[config.mk]
export PLATFORM = sky130hd
export DESIGN_NAME = task_dispatcher
export DESIGN_NICKNAME = d
export VERILOG_FILES = /design/src/rtl/task_dispatcher.sv
export SDC_FILE = /design/constraint.sdc
export NUM_CORES = 1
export LEC_CHECK = 0
export CAP_MARGIN = 40
export CORE_ASPECT_RATIO = 2
export CORE_MARGIN = 2
export CORE_UTILIZATION = 25
export CTS_BUF_LIST = sky130_fd_sc_hd__clkbuf_4 sky130_fd_sc_hd__clkbuf_8
export CTS_CLUSTER_SIZE = 24
export DETAILED_ROUTE_END_ITERATION = 7
export HOLD_SLACK_MARGIN = 0.15
export PLACE_DENSITY_LB_ADDON = 0.15
export SYNTH_ARGS = -nofsm -noshare
export SYNTH_HDL_FRONTEND = slang
export SYNTH_SLANG_ARGS = --single-unit
[constraint.sdc]
create_clock -name clk -period 1.35 [get_ports clk]
set_input_delay 0.2025 -clock clk [delete_from_list [all_inputs] [get_ports clk]]
set_output_delay 0.2025 -clock clk [all_outputs]
set_load 0.01 [all_outputs]
[src/rtl/task_dispatcher.sv]
// task_dispatcher: hands single tasks from an upstream buffer to one of
// NUM_PE processing engines in round-robin order. An engine is picked when it
// is neither occupied by a dispatched task nor reporting busy. A task is then
// requested from upstream, registered, and announced with a one-cycle start
// pulse on the chosen engine.
// Optional build macro: DISPATCH_STATS_EN adds a 32-bit dispatch_count output
// that counts start pulses.
module task_dispatcher #(
    parameter int TASK_SIZE = 144,
    parameter int NUM_PE    = 4
) (
    input  logic                 clk,
    input  logic                 rstn,
    input  logic                 task_valid,
    input  logic [TASK_SIZE-1:0] task_data,
    output logic                 task_ready,
    output logic [NUM_PE-1:0]    pe_start,
    output logic [TASK_SIZE-1:0] pe_data,
    input  logic [NUM_PE-1:0]    pe_busy,
    input  logic [NUM_PE-1:0]    pe_done,
`ifdef DISPATCH_STATS_EN
    output logic [31:0]          dispatch_count,
`endif
    output logic                 all_idle
);

    localparam int PTR_W = (NUM_PE > 1) ? $clog2(NUM_PE) : 1;
    localparam logic [PTR_W-1:0] LAST_PE = PTR_W'(NUM_PE - 1);

    typedef enum logic [1:0] {
        S_IDLE  = 2'd0,
        S_REQ   = 2'd1,
        S_ISSUE = 2'd2
    } state_t;

    state_t             state;
    state_t             state_next;
    logic [NUM_PE-1:0]  occ;
    logic [NUM_PE-1:0]  occ_next;
    logic [NUM_PE-1:0]  free_vec;
    logic [PTR_W-1:0]   rr_ptr;
    logic [PTR_W-1:0]   sel;
    logic [PTR_W-1:0]   pick;
    logic               found;

    // Adds an offset to a pointer, wrapping at NUM_PE (which need not be a power of two).
    function automatic logic [PTR_W-1:0] wrap_add(input logic [PTR_W-1:0] base, input int offs);
        int sum;
        sum = int'(base) + offs;
        if (sum >= NUM_PE) begin
            sum = sum - NUM_PE;
        end
        return sum[PTR_W-1:0];
    endfunction

    assign free_vec   = ~occ & ~pe_busy;
    assign task_ready = (state == S_REQ);
    assign all_idle   = (state == S_IDLE) && (occ == '0) && (pe_busy == '0);

    // Round-robin search: first free engine at or after rr_ptr, using the registered occupancy.
    always_comb begin
        found = 1'b0;
        pick  = '0;
        for (int k = 0; k < NUM_PE; k++) begin
            if (!found && free_vec[wrap_add(rr_ptr, k)]) begin
                found = 1'b1;
                pick  = wrap_add(rr_ptr, k);
            end
        end
    end

    // Occupancy update: completions release engines first, then a dispatch claims its engine.
    always_comb begin
        occ_next = occ & ~pe_done;
        if (state == S_ISSUE) begin
            occ_next[sel] = 1'b1;
        end
    end

    // Start pulse is decoded from the issue state so it lasts exactly one cycle.
    always_comb begin
        pe_start = '0;
        if (state == S_ISSUE) begin
            pe_start[sel] = 1'b1;
        end
    end

    // State register.
    always_ff @(posedge clk) begin
        if (!rstn) begin
            state <= S_IDLE;
        end else begin
            state <= state_next;
        end
    end

    // Next-state logic: pick an engine, wait for a task, then issue it.
    always_comb begin
        state_next = state;
        case (state)
            S_IDLE: begin
                if (found) begin
                    state_next = S_REQ;
                end
            end
            S_REQ: begin
                if (task_valid) begin
                    state_next = S_ISSUE;
                end
            end
            S_ISSUE: begin
                state_next = S_IDLE;
            end
            default: begin
                state_next = S_IDLE;
            end
        endcase
    end

    // Datapath registers: occupancy, selected engine, payload and round-robin pointer.
    always_ff @(posedge clk) begin
        if (!rstn) begin
            occ     <= '0;
            sel     <= '0;
            rr_ptr  <= '0;
            pe_data <= '0;
        end else begin
            occ <= occ_next;
            if (state == S_IDLE && found) begin
                sel <= pick;
            end
            if (state == S_REQ && task_valid) begin
                pe_data <= task_data;
            end
            if (state == S_ISSUE) begin
                rr_ptr <= (sel == LAST_PE) ? '0 : sel + 1'b1;
            end
        end
    end

`ifdef DISPATCH_STATS_EN
    logic [31:0] dispatch_cnt;

    // Free-running dispatch counter, one step per start pulse, wrapping naturally.
    always_ff @(posedge clk) begin
        if (!rstn) begin
            dispatch_cnt <= '0;
        end else if (state == S_ISSUE) begin
            dispatch_cnt <= dispatch_cnt + 32'd1;
        end
    end

    assign dispatch_count = dispatch_cnt;
`endif

endmodule

==> impl_results.md <==
* Top post-synthesis cells by area: dfxtp_1 53%, nand2_1 19%, a21boi_0 11%
* CP Class: reg -> out
* I/O pin count at around 300
* CP Capture Type: primary output
* Fin Clk Skew at about 0.013 ns
* GP Congestion at ~0.74
* Crit Path Max Fanout at 3
* Reg clk slew, reported paths at 0.09 ns
* Clk Latency, worst-skew pair at roughly 0.49 ns
* P&R area growth vs syn at 98.42%
* Netlist cell types at 28
* Crit path max-delay family: flip-flops
* Max Cap Viol at 0
* CP max stage delay at around 0.36 ns
* Vias in the first global route at slightly below 6,000
* CP cell instances: buf_6, ha_4, and2_4, buf_6
* First-pass GRT wire length at 34,490 um
* Max-slew violation count at 0
* Slew HR at 0.7650
* Syn_nets at about 850
* Status: finished, violations left
* Initial antenna violation count at 1
* Hold Violations, Final at 0
* Detailed placer's ending HPWL at approximately 14,000 um
* Gr ovfl total at 0
* CP bufs+invs at 2
* Mean Syn Cell Area at ~8.5 um^2
* Synth warn at 0
* Seq cells post-synth at 154
* Synth top area share at 0.5259
* Final antenna-violating net count at 0
* Clock Path Buffers at 2
* Fin crit share at 1.159
* Die Span Y at between 200 and 250 um
* Slew of the pin with the lowest slew margin at approximately 0.35 ns
* Share of layout cells above drive strength 1 at 0.3991
* Layout fillers at between 2,000 and 2,500
* Design area at between 10,000 and 15,000 um^2
* Seq/Total Area, Yosys at 0.5259
* Post-Synthesis Cells at roughly 700
* Post-DP Area at slightly above 9000 um^2
* Crit path arrival time at between 1 and 1.5 ns
* Power Dens Cells at 992.8 nW/um^2
* Horiz. Die Dim at ~110 um
* Final setup viols at about 150
* DIE AREA at 24,760 um^2
* Vias per std cell at roughly 4.5
* Nature of the critical path startpoint: flip-flop
* RSZ-0062 raised after global routing: yes
* Place WS at -0.4232 ns
* Clock tree sinks at roughly 150
* Largest net degree at the start of global routing at 51
* CORE AREA at around 23,000 um^2
* Leakage at 4.859 nW
* Nets at roughly 1,200
* Peak VDD IR at approximately 0.89 mV
* HP Class: in -> reg
* PortBufs at slightly above 300
* CTS H-tree lvls at 4
* DRT iter0 DRCs at ~230
* Crit path time final at approximately 1.6 ns
* Cell area after synthesis at 5862 um^2
* Failing checks: negative setup slack
* Max Clock Freq at approximately 640 MHz
* Setup WS post-layout at -0.2148 ns
* Starting Density at 0.2534
* Iteration count of the initial detailed-routing pass at 4
* Remaining DRCs at 0
* CTS Buf Count at 17
* Root Driver: clkbuf_8
* Routed len/inst at about 19 um
* WP data required at about 1.2 ns
* GR Util All Layers at 0.1876
* Vias at 6,037
* Crit-path most repeated cell: buf_6
* FF-to-FF setup slack at -0.18 ns
* Rows at slightly below 80
* TritonCTS clock tree: yes
* Leading area contributor after synthesis: dfxtp_1
* Slowest CP cell: dfxtp_4
* Wirelength, routed at approximately 26,000 um
[Yosys cell counts]
cell      instances
nor2b_1           7
nand3_1           3
dfxtp_1         154
o221ai_1          1
and3_1            1
o31a_1            1
o21ai_0           1
nand4_1           1
buf_2            14
nor2_1           11
inv_1             2
a21boi_1         60
nor2b_4           1
nand2b_1          1
buf_4             2
o31ai_1           3
o21a_1            4
a211oi_1          1
nand2_1         289
o22ai_1           1
nor3_1            1
a21boi_0         85
mux2i_1           2
or2_2             2
and2_1            5
buf_6             7
clkbuf_1         25
ha_1              4
[worst reg2reg max path: stages (launching register included)]
cell and delay, ns:
dfxtp_4 0.36, buf_6 0.12, nor2b_4 0.14, and2_4 0.20, buf_12 0.15, buf_8 0.14, clkbuf_16 0.18, nand2_4 0.04
a21boi_1 0.12
[layout make-up]
| type | count | area [um^2] | share of cell area |
|---|---|---|---|
| clock buffer | 25 | 306.5 | 0.02636 |
| antenna | 1 | 2.502 | 0.0002151 |
| sequential | 154 | 3110 | 0.2674 |
| clock inverter | 7 | 138.9 | 0.01194 |
| inverter | 2 | 10.01 | 0.0008606 |
| tap | 283 | 354.1 | 0.03044 |
| multi-input combinational | 488 | 3548 | 0.3051 |
| timing repair buffer | 384 | 4160 | 0.3577 |
[report_power, final]
part           switching, mW  total, mW  internal (mW)
registers              0.138       4.90           4.77
clock network           1.77       4.00           2.23
logic                   1.17       2.64           1.47
[metal layers]
metal,track usage,part of all wire,wire length [um],vias up
met3,0.05697,0.052,1324,35
met5,0,0,0,-
met1,0.1877,0.34,8707,2833
li1,-,-,-,2952
met2,0.3574,0.58,14940,217
met4,0.07520,0.028,722,0
[sequential cells by signal (all words and copies together), names as in the netlist]
signal,flops
sel,2
pe_data,144
rr_ptr,2
occ,4
state,2
[cell families (layout without fill, tap and decap cells)]
logic type | after synthesis | after routing | synth area share
simple gates | 322 | 325 | 0.2160
buf+inv | 50 | 418 | 0.04525
flops | 154 | 154 | 0.5259
mux | 2 | 2 | 0.003415
compound gates | 157 | 157 | 0.2009
fa+ha+maj | 4 | 4 | 0.008538
other cells | 0 | 1 | 0
[through the flow]
stage	utilization	TNS (ns)	cells	power (mW)	hold WS (ns)
after global placement	0.4019	-15.08	1253	6.760	0.4394
after global routing	0.5029	-25.81	1344	12.09	0.2060
after detailed placement	0.4019	-17.96	1253	6.767	0.4444
final	0.5029	-15.48	1344	11.55	0.2394
after floorplan	-	0	689	5.639	0.3373
after CTS	0.4569	-10.40	1317	11.24	0.2053
[placed cells by master (no fill, tap or decap), drive strengths merged, types with 2 or more instances in the layout]
master         netlist  layout
dfxtp              154     154
o31ai                3       3
mux2i                2       2
o21a                 4       4
nor2                11      11
inv                  2       2
nor2b                8       8
clkdlybuf4s50        0     153
or2                  2       2
clkbuf              25     104
nand3                3       3
clkdlybuf4s15        0      64
a21boi             145     145
buf                 23      80
nand2              289     292
ha                   4       4
clkinv               0       3
dlygate4sd2          0       7
bufinv               0       4
and2                 5       5
[path summary, 6_finish.rpt]
kind / depth (start not counted) / start / end
worst max-delay path: 4 / sel[1] / pe_start[2]
worst min-delay path: 3 / task_data[119] / pe_data[119]
worst max register to register: 8 / state[1] / pe_data[68]
worst min register to register: 2 / pe_data[95] / pe_data[95]
[timing repair]
item	in CTS	in global routing
cloned	20	20
pin swaps	10	205
resized for setup	415	436
buffers inserted	11	13
hold endpoints to repair	18	0
endpoints found under the setup margin	214	256
hold buffers	1	0
Power figures use the tool's default switching activity.
